===== src/rtl/pwm_bank_pkg.sv =====
// Shared definitions for the multi-channel PWM bank: register map offsets,
// ctrl bit positions and the counting-mode / direction encodings.
package pwm_bank_pkg;

  localparam int DUTY_BASE   = 0;
  localparam int CTRL_OUT_EN = 0;
  localparam int CTRL_PWM_EN = 1;

  typedef enum logic {
    MODE_EDGE   = 1'b0,
    MODE_CENTRE = 1'b1
  } pwm_mode_e;

  typedef enum logic {
    DIR_UP   = 1'b0,
    DIR_DOWN = 1'b1
  } cnt_dir_e;

  // Register map: duties, then ctrl words, then the three global registers.
  function automatic int CTRL_BASE(input int num_ch);
    return num_ch;
  endfunction

  function automatic int TOP_ADDR(input int num_ch);
    return 2 * num_ch;
  endfunction

  function automatic int PRE_ADDR(input int num_ch);
    return 2 * num_ch + 1;
  endfunction

  function automatic int MODE_ADDR(input int num_ch);
    return 2 * num_ch + 2;
  endfunction

endpackage


===== src/rtl/pwm_bank_multi_timebase.sv =====
// Shared timebase: prescaler, edge/centre up-down counter and the period
// boundary strobe that loads every shadow register in the bank.
module pwm_timebase
  import pwm_bank_pkg::*;
#(
  parameter int RES   = 8,
  parameter int PRE_W = 8
) (
  input  logic             clk,
  input  logic             rst,
  input  logic [PRE_W-1:0] prescale,
  input  logic [RES-1:0]   top_active,
  input  logic             mode_centre,
  output logic [RES-1:0]   cnt,
  output logic             load,
  output logic             period_tick
);

  logic [PRE_W-1:0] pre_cnt;
  logic             tick;
  logic             wrap;
  logic [RES-1:0]   cnt_next;
  cnt_dir_e         dir, dir_next;

  // The >= lets a freshly reduced prescale take hold without a long rollover.
  assign tick = (pre_cnt >= prescale);
  assign load = tick & wrap;

  always_ff @(posedge clk or posedge rst) begin
    if (rst) begin
      pre_cnt     <= '0;
      cnt         <= '0;
      dir         <= DIR_UP;
      period_tick <= 1'b0;
    end else begin
      period_tick <= load;
      pre_cnt     <= tick ? '0 : pre_cnt + 1'b1;
      if (tick) begin
        cnt <= cnt_next;
        dir <= dir_next;
      end
    end
  end

  // Every boundary leaves cnt = 0 and dir = up, which also covers a mode switch.
  always_comb begin
    cnt_next = cnt;
    dir_next = dir;
    wrap     = 1'b0;
    if (!mode_centre) begin
      dir_next = DIR_UP;
      if (cnt >= top_active) begin
        cnt_next = '0;
        wrap     = 1'b1;
      end else begin
        cnt_next = cnt + 1'b1;
      end
    end else if (top_active == '0) begin
      cnt_next = '0;
      dir_next = DIR_UP;
      wrap     = 1'b1;
    end else if (dir == DIR_UP && cnt < top_active) begin
      cnt_next = cnt + 1'b1;
    end else begin
      cnt_next = cnt - 1'b1;
      if (cnt == RES'(1)) begin
        wrap     = 1'b1;
        dir_next = DIR_UP;
      end else begin
        dir_next = DIR_DOWN;
      end
    end
  end

endmodule


===== src/rtl/pwm_bank_multi.sv =====
// NUM_CH-channel PWM bank with double-buffered duty/top/mode, shared
// prescaled timebase and per-channel output enable / static-high control.
module pwm_bank_multi
  import pwm_bank_pkg::*;
#(
  parameter int NUM_CH = 16,
  parameter int RES    = 8,
  parameter int PRE_W  = 8,
  parameter int ADDR_W = 7
) (
  input  logic              clk,
  input  logic              rst,
  input  logic              wr_en,
  input  logic [ADDR_W-1:0] wr_addr,
  input  logic [RES-1:0]    wr_data,
  output logic [NUM_CH-1:0] pwm_out,
  output logic              period_tick
);

  localparam logic [ADDR_W-1:0] TOP_A  = ADDR_W'(TOP_ADDR(NUM_CH));
  localparam logic [ADDR_W-1:0] PRE_A  = ADDR_W'(PRE_ADDR(NUM_CH));
  localparam logic [ADDR_W-1:0] MODE_A = ADDR_W'(MODE_ADDR(NUM_CH));

  logic [RES-1:0]    duty_shadow [NUM_CH];
  logic [RES-1:0]    duty_active [NUM_CH];
  logic [1:0]        ctrl        [NUM_CH];
  logic [RES-1:0]    top_shadow, top_active;
  logic [PRE_W-1:0]  prescale;
  pwm_mode_e         mode_shadow, mode_active;
  logic [RES-1:0]    cnt;
  logic              load;
  logic [NUM_CH-1:0] out_next;

  pwm_timebase #(.RES(RES), .PRE_W(PRE_W)) u_timebase (
    .clk         (clk),
    .rst         (rst),
    .prescale    (prescale),
    .top_active  (top_active),
    .mode_centre (mode_active == MODE_CENTRE),
    .cnt         (cnt),
    .load        (load),
    .period_tick (period_tick)
  );

  // Active copies read the old shadow on a boundary, so a coincident write
  // only reaches the shadow and waits for the following boundary.
  always_ff @(posedge clk or posedge rst) begin
    if (rst) begin
      for (int n = 0; n < NUM_CH; n++) begin
        duty_shadow[n] <= '0;
        duty_active[n] <= '0;
        ctrl[n]        <= '0;
      end
      top_shadow  <= '1;
      top_active  <= '1;
      prescale    <= '0;
      mode_shadow <= MODE_EDGE;
      mode_active <= MODE_EDGE;
    end else begin
      if (load) begin
        for (int n = 0; n < NUM_CH; n++) duty_active[n] <= duty_shadow[n];
        top_active  <= top_shadow;
        mode_active <= mode_shadow;
      end
      if (wr_en) begin
        for (int n = 0; n < NUM_CH; n++) begin
          if (wr_addr == ADDR_W'(DUTY_BASE + n)) duty_shadow[n] <= wr_data;
          if (wr_addr == ADDR_W'(CTRL_BASE(NUM_CH) + n)) ctrl[n] <= wr_data[1:0];
        end
        if (wr_addr == TOP_A)  top_shadow  <= wr_data;
        if (wr_addr == PRE_A)  prescale    <= PRE_W'(wr_data);
        if (wr_addr == MODE_A) mode_shadow <= pwm_mode_e'(wr_data[0]);
      end
    end
  end

  for (genvar n = 0; n < NUM_CH; n++) begin : g_ch
    assign out_next[n] = ctrl[n][CTRL_OUT_EN] &
                         (~ctrl[n][CTRL_PWM_EN] | (cnt < duty_active[n]));
  end

  always_ff @(posedge clk or posedge rst) begin
    if (rst) pwm_out <= '0;
    else     pwm_out <= out_next;
  end

endmodule


===== config.mk =====
export PLATFORM = sky130hd
export DESIGN_NAME = pwm_bank_multi
export DESIGN_NICKNAME = d
export VERILOG_FILES = /design/src/rtl/pwm_bank_pkg.sv /design/src/rtl/pwm_bank_multi_timebase.sv /design/src/rtl/pwm_bank_multi.sv
export SDC_FILE = /design/constraint.sdc
export NUM_CORES = 1
export LEC_CHECK = 0
export ABC_CLOCK_PERIOD_IN_PS = 17700
export CORE_MARGIN = 2
export CORE_UTILIZATION = 64
export DETAILED_ROUTE_END_ITERATION = 7
export PLACE_DENSITY = 0.82
export SKIP_CTS_REPAIR_TIMING = 1
export SLEW_MARGIN = 20
export SYNTH_ARGS = -nofsm -noshare
export SYNTH_HDL_FRONTEND = slang
export SYNTH_SLANG_ARGS = --single-unit

===== constraint.sdc =====
create_clock -name clk -period 17.7 [get_ports clk]
set_input_delay 2.655 -clock clk [delete_from_list [all_inputs] [get_ports clk]]
set_output_delay 2.655 -clock clk [all_outputs]
set_load 0.01 [all_outputs]

# --- Yosys cells after proc, flatten, opt, wreduce, memory -nomap -nowiden ---
# Index checks and enable logic that the tools add are counted.
classes:
  n_addsub: 3
  multipliers: 0
  div_mod_pow: 0
  n_lt_le_gt_ge: 19
  n_eq_ne: 36
  shifts: 0
  mux: 14
  bitwise_logic: 50
  n_reduce_logical: 39
op_table:
  columns: ["op", "n"]
  rows:
  - ["$lt A8 B8 Y1", 17]
  - ["$eq A7 B5 Y1 const B", 16]
  - ["$reduce_and A2 Y1", 36]
  - ["$eq A7 B4 Y1 const B", 8]
  - ["$mux W8", 5]
  - ["$eq A7 B3 Y1 const B", 4]
  - ["$eq A7 B6 Y1 const B", 3]
  - ["$and A1 B1 Y1", 17]
  - ["$not A1 Y1", 17]
  - ["$add A8 B1 Y8 const B", 2]
  - ["$ge A8 B8 Y1", 2]
  - ["$or A1 B1 Y1", 16]
  - ["$eq A7 B2 Y1 const B", 2]
  - ["$mux W1", 9]
  - ["$eq A8 B1 Y1 const B", 1]
  - ["$logic_not A8 Y1", 1]
  - ["$sub A8 B1 Y8 const B", 1]
  - ["$eq A7 B1 Y1 const B", 1]
  - ["$logic_not A7 Y1", 1]
  - ["$ne A3 B2 Y1 const B", 1]
  - ["$logic_and A1 B1 Y1", 1]
totals:
  reg_bits: 348
  latchBits: 0
  ramBits: 0
  rom_bits: 0
  in_bits: 18
  n_memories: 0

# --- Longest topological paths before layout ---
# Gate-level depths: netlist (run 1).
depth:
  word_depth: 6
  ltp_mapped: 11
  depth_no_buf: 8

# --- Modules after synthesis ---
# A second synthesis (run 1) with hierarchy kept.
hier_totals:
  cells_unflattened: 1416
  hier_area_um2: 16349.4
modules_own_cells:
  columns: ["module", "n_inst", "cells_per_inst", "area_per_inst_um2"]
  rows:
  - ["pwm_bank_multi", 1, 1242, 14851.7]
  - ["pwm_timebase", 1, 174, 1497.7]

# --- Least setup slack after synthesis (run 1) ---
# No wires, ideal clock.
synth_path:
  path_type: "input-to-reg"
  startpoint: "input wr_en"
  endpoint: "register duty_shadow[100] (netlist name)"
  setup_time_ps: 125
  arrival_time_ps: 3989
  required_ps: 17575
  slack_ps: 13586
  stages: 5
  path_cell_list: "buf_2 -> and2_1 -> nand3_1 -> nor4_2 -> mux2_2"
synth_between:
  elab_chain_cells: 1
synth_rtl:
  columns: ["item", "line_no", "rtl"]
  rows:
  - ["start, declared", "pwm_bank_multi.sv:13", "input logic wr_en,"]
  - ["$reduce_and A2 Y1 (no line)", null, null]
  - ["end signal, assigned by index", "pwm_bank_multi.sv:67", "if (wr_addr == ADDR_W'(DUTY_BASE + n)) duty_shadow[n] <= wr_data;"]
  - ["end, declared", "pwm_bank_multi.sv:24", "logic [RES-1:0] duty_shadow [NUM_CH];"]
# No other way between the ends.
# A chain may end at the register's enable or synchronous reset.

==> impl_metrics.toml, run 1 <==
[setup_path]
required_ns = 18.25
worstSetupEndpointType = "async pin"
slowest_stage = "buf_4"
cp.arrival_ns = 5.39
path_cells = "clkdlybuf4s50_1 > inv_8 > buf_4 > buf_6"
startpoint_type = "primary input"
path_max_fanout = 109
crit_type = "primary input to async pin"
slowest_delay_ns = 0.86

[final_layout]
num-nets-final = 1527
fin_area_mm2 = 0.01907
n_antenna_cell = 0
layout_common_cells = "332 x dfrtp_1, 195 x mux2_2, 147 x inv_1"
regArea_mm2 = 0.008728
syn_to_final_growth_pct = 10.35
drive_above_1_share = 0.2970
instances_no_fill = 1745
layout_commonest_cell = "dfrtp_1"
multi_input_area_mm2 = 0.007644
fillers = 1732

[logic_synthesis]
ys_warn_count = 0
avgSynthCellArea_um2 = 13.05
yosysSeqAreaShare = 0.5051
synth_edf_count = 0
synth-seq-cells = 348
synth_area_mm2 = 0.01728
synthFlopType = "dfrtp_1"
synth_top_area_frac = 0.4808
netlist_instances = 1324
yosysTopAreaCell = "dfrtp_1"
ys_types = 51
netlist_top_cells_area = "dfrtp_1 48%, mux2_2 13%, mux2_4 10%"
synth_nets = 1474
async_flop_share = 1.000

[placed_design]
placedInstanceArea_mm2 = 0.01786
gp_congestion = 0.7939
io_buffer_count = 34
placed_cells = 1679
hpwl_mm = 21.09
place_ws_ns = 11.84

[power]
pwr-share-clk = 0.226
vdd_drop_max_mv = 0.3791
power.switching_mw = 1.192
pwr-share-comb = 0.459
seq_power_share = 0.316
p_per_area_mw_per_mm2 = 175.6
power_mw = 3.348
intPower_mw = 2.157
p_leak_nw = 9.441
swShare = 0.3559

[timing]
final.setup.tns_ns = 0
rsz0062_at_grt = "no"
setup_violations = 0
timing_hold_violations_final = 0
finalMaxSlewViolations = 0
worst_slack_ns = 12.86
period_needed_ns = 4.840
finalClockSkew_ns = 0.03142
tightest_slew_ns = 1.060
relSlewSlack = 0.2914
period_share = 0.2734
max_freq_mhz = 206.6

[global_route]
grt_overflow = 0
grt_max_degree = 118
antenna_found_initial = 0
grt_pass1_vias = 10885
grt_usage = 0.2667
grt_pass1_wl_mm = 59.03

[floorplan]
die_h_um = 168.3
die_x_um = 168.3
dieArea_mm2 = 0.02833
coreArea_mm2 = 0.02673
pin_count = 35
rows = 60
start_util = 0.6466

[clock_tree]
clock_sinks = 348
cts_buffer_depth = 3
clk_pin_slew_worst_paths_ns = 0.06
cts_buffers = 36
cts_root_buffer = "clkbuf_16"
worstSkewPairLatency_ns = 0.53
cts.htree.levels = 2
tritoncts = "built"

[routing]
dr.pass1.iters = 4
wl_per_cell_um = 20.70
drt-initial-drc-count = 637
vias = 10316
vias_per_cell = 5.912
drc = 0
wl_mm = 36.12
antenna_left = 0

[run]
cap_violations = 0

[worst_hold_path]
min_path_type = "register to register"

[run_status]
status = "complete, no violations"
-- kinds of logic (layout without fill, tap and decap cells) --
group | Yosys count | after routing | share of synthesized area
AO/OA/AOI/OAI | 148 | 148 | 0.05785
XOR/XNOR | 6 | 6 | 0.003041
adder cells (fa/ha/maj) | 132 | 132 | 0.09558
buffers and inverters | 187 | 267 | 0.05257
flip-flops | 348 | 348 | 0.5051
multiplexers | 315 | 315 | 0.2310
AND/OR/NAND/NOR | 188 | 188 | 0.05481
-- path summary, 6_finish.rpt --
| path | cells after the start | start | slack, ns | endpoint |
|---|---|---|---|---|
| min in group asynchronous | 2 | rst | 2.66 | duty_active[124] |
| setup / recovery | 4 | rst | 12.86 | duty_active[29] |
| hold / removal | 1 | duty_shadow[96] | 0.49 | duty_active[96] |
| hold reg to reg | 1 | duty_shadow[96] | 0.49 | duty_active[96] |
| max in group clk | 5 | wr_addr[5] | 12.94 | duty_shadow[14] |
| setup reg to reg | 9 | u_timebase.cnt[2] | 13.28 | duty_active[30] |
-- per-stage QoR --
stage,util,hold WS [ns]
after floorplan,-,0.4666
after global placement,0.6682,0.4816
after detailed placement,0.6682,0.4852
after CTS,0.7128,0.4946
after global routing,0.7135,0.5123
final,0.7135,0.4887
-- sequential cells by signal (all words and copies together), names as in the netlist --
name                    flops
duty_active               128
duty_shadow               128
ctrl                       32
pwm_out                    16
prescale                    8
top_active                  8
top_shadow                  8
u_timebase.cnt              8
u_timebase.pre_cnt          8
mode_active                 1
mode_shadow                 1
u_timebase.dir              1
u_timebase.period_tick      1
-- cell usage after synthesis, types with 3 or more instances --
cell type and number:
a21boi_0 16, ha_1 132, nor2b_1 4, a21oi_1 3, xor2_1 4, dfstp_2 16, or4_1 4, nor2_2 4
nor2_1 76, buf_2 4, nand4_1 9, nor3_1 23, mux2_2 195, nor3b_1 4, nand3_1 16, o21a_1 38
and3_1 9, clkbuf_1 21, buf_12 11, inv_1 148, nand3b_1 3, nand2_1 17, dfrtp_1 332, o21ai_0 58
a2111oi_0 16, mux2_4 119, buf_6 3, nand4b_1 6
-- power groups by stage --
stage	Clock (mW)	Combinational (mW)	Sequential, mW
global route	0.804	1.68	1.08
floorplan	0	1.38	1.06
global placement	0	1.46	1.06
detailed placement	0	1.52	1.07
finish	0.756	1.54	1.06
CTS	0.767	1.53	1.06
-- routing by layer --
| layer | GRT usage | part of all wire |
|---|---|---|
| met1 | 0.3618 | 0.44 |
| met2 | 0.4568 | 0.50 |
| met3 | 0.03738 | 0.045 |
| met4 | 0.06747 | 0.023 |
| met5 | 0 | 0 |
-- area by class of cell --
type	count	share of cell area
flip-flops and latches	348	0.4577
multi-input cells	789	0.4009
clock buffers	53	0.05584
inverters	148	0.02953
repair buffers	54	0.02697
well taps	341	0.02238
clock inverters	12	0.006693
-- worst max-delay path, delay by kind of cell --
family / cells / cell delay (ns)
buffers and inverters: 4 / 2.59
(Power assumes the default switching activity.)
==> run 2, diff against run 1 <==
--- a/config.mk
+++ b/config.mk
@@ -5,11 +5,11 @@
 export SDC_FILE = /design/constraint.sdc
 export NUM_CORES = 1
 export LEC_CHECK = 0
-export ABC_CLOCK_PERIOD_IN_PS = 17700
+export ABC_CLOCK_PERIOD_IN_PS = 4600
 export CORE_MARGIN = 2
-export CORE_UTILIZATION = 64
+export CORE_UTILIZATION = 63
 export DETAILED_ROUTE_END_ITERATION = 7
-export PLACE_DENSITY = 0.82
+export PLACE_DENSITY = 0.81
 export SKIP_CTS_REPAIR_TIMING = 1
 export SLEW_MARGIN = 20
 export SYNTH_ARGS = -nofsm -noshare
==> constraint.sdc (replaced) <==
create_clock -name clk -period 4.6 [get_ports clk]
set_input_delay 0.69 -clock clk [delete_from_list [all_inputs] [get_ports clk]]
set_output_delay 0.69 -clock clk [all_outputs]
set_load 0.01 [all_outputs]
==> run 2 against run 1 <==
Against the previous run: clock power increased to 3.8 times the previous value; die area increased by 1.5%; setup slack got worse by 12 ns; clock-buffer cell count increased by 5; global-route usage increased by 0.093 points; via count increased by 0.94%; critical path type is now register to register; critical endpoint is now duty_active[35]; largest cell class unchanged.
==> impl_metrics.toml, run 2 (synthesized netlist as in run 1, its figures left out) <==
[placed_design]
hpwl_mm = 21.03
placed_cells = 1678
gp_congestion = 0.8359
io_buffer_count = 34
place_ws_ns = 1.008

[setup_path]
slowest_stage = "buf_4"
crit_family = "compound AO/OA/AOI/OAI gates"
startpoint_type = "register"
worstSetupEndpointType = "register"
required_ns = 5.01
slowest_delay_ns = 0.70
path_cells = "inv_1 > ha_1 > and4b_1 > a211oi_1 > o221ai_1 > o21a_1 > o221ai_4 > buf_4 > mux2_2"
cp.arrival_ns = 4.01
path_max_fanout = 46
crit_type = "register to register"
path_buf_inv = 2

[final_layout]
num-nets-final = 1527
n_antenna_cell = 0
layout_commonest_cell = "dfrtp_1"
layout_common_cells = "332 x dfrtp_1, 195 x mux2_2, 147 x inv_1"
regArea_mm2 = 0.008728
top_regs = "duty_active (128), duty_shadow (128), ctrl (32)"
drive_above_1_share = 0.2974
multi_input_area_mm2 = 0.007644
fillers = 1744
instances_no_fill = 1743
syn_to_final_growth_pct = 10.41

[floorplan]
dieArea_mm2 = 0.02877
rows = 60
die_h_um = 169.6
die_x_um = 169.6
start_util = 0.6412
coreArea_mm2 = 0.02695
pin_count = 35

[power]
power_mw = 12.88
p_leak_nw = 9.443
vdd_drop_max_mv = 1.238
p_per_area_mw_per_mm2 = 674.9

[global_route]
grt_overflow = 0
grt_pass1_vias = 11104
grt_pass1_wl_mm = 59.59
grt_usage = 0.2676
grt_max_degree = 194
antenna_found_initial = 0

[timing]
worst_slack_ns = 0.9917
finalMaxSlewViolations = 0
timing_hold_violations_final = 0
period_needed_ns = 3.608
hold_ws_ns = 0.4998
max_freq_mhz = 277.1
setup_violations = 0
final.setup.tns_ns = 0
finalClockSkew_ns = 0.02248
rsz0062_at_grt = "no"
period_share = 0.7844
relSlewSlack = 0.2432
tightest_slew_ns = 1.132

[worst_hold_path]
min_path_type = "register to register"

[clock_tree]
worstSkewPairLatency_ns = 0.53
cts_buffer_depth = 3
cts_root_buffer = "clkbuf_16"
cts_buffers = 37
tritoncts = "built"
cts.htree.levels = 2
clk_pin_slew_worst_paths_ns = 0.06
clock_sinks = 348

[routing]
vias_per_cell = 5.974
antenna_left = 0
vias = 10413
drc = 0
wl_per_cell_um = 21.24
wl_mm = 37.02
drt-initial-drc-count = 905
dr.pass1.iters = 5

[run_status]
status = "complete, no violations"

[run]
cap_violations = 0
-- run 2: stage by stage --
step	instance area, µm²	utilization
final	19080	0.7079
after global routing	19080	0.7079
after CTS	19060	0.7071
after detailed placement	17870	0.6629
after global placement	17870	0.6631
after floorplan	17280	-
-- run 2: final timing paths --
| path | depth (start not counted) | to | slack (ns) | start |
|---|---|---|---|---|
| setup / recovery | 9 | duty_active[35] | 0.99 | top_active[2] |
| hold / removal | 1 | duty_active[63] | 0.50 | duty_shadow[63] |
| setup reg to reg | 9 | duty_active[35] | 0.99 | top_active[2] |
| hold reg to reg | 1 | duty_active[63] | 0.50 | duty_shadow[63] |
| max in group asynchronous | 4 | ctrl[10] | 2.98 | rst |
| min in group asynchronous | 3 | duty_active[91] | 0.65 | rst |
-- run 2: final cells by class --
| cell class | instances | share of cell area |
|---|---|---|
| Multi-Input combinational cell | 789 | 0.4006 |
| Sequential cell | 348 | 0.4575 |
| Inverter | 148 | 0.02931 |
| Clock buffer | 58 | 0.06066 |
| Timing Repair Buffer | 53 | 0.02781 |
| Clock inverter | 6 | 0.001771 |
| Tap cell | 341 | 0.02236 |
-- run 2: worst register-to-register path, stage by stage, from the launching register on --
cell and delay (ns):
dfstp_2 0.54, inv_1 0.04, ha_1 0.31, and4b_1 0.21, a211oi_1 0.21, o221ai_1 0.44, o21a_1 0.36, o221ai_4 0.21
buf_4 0.70, mux2_2 0.47
-- run 2: routing by layer --
| metal | vias up | wire [µm] | global-route usage |
|---|---|---|---|
| met1 | 5330 | 15900 | 0.3543 |
| met3 | 96 | 1675 | 0.03288 |
| met2 | 246 | 18220 | 0.4575 |
| met4 | 0 | 1231 | 0.09625 |
| met5 | - | 0 | 0 |
| li1 | 4741 | - | - |
-- run 2: power breakdown --
group	internal, mW	switching, mW
sequential	3.71	0.366
combinational	2.84	3.04
clock	1.72	1.19
total	8.28	4.60
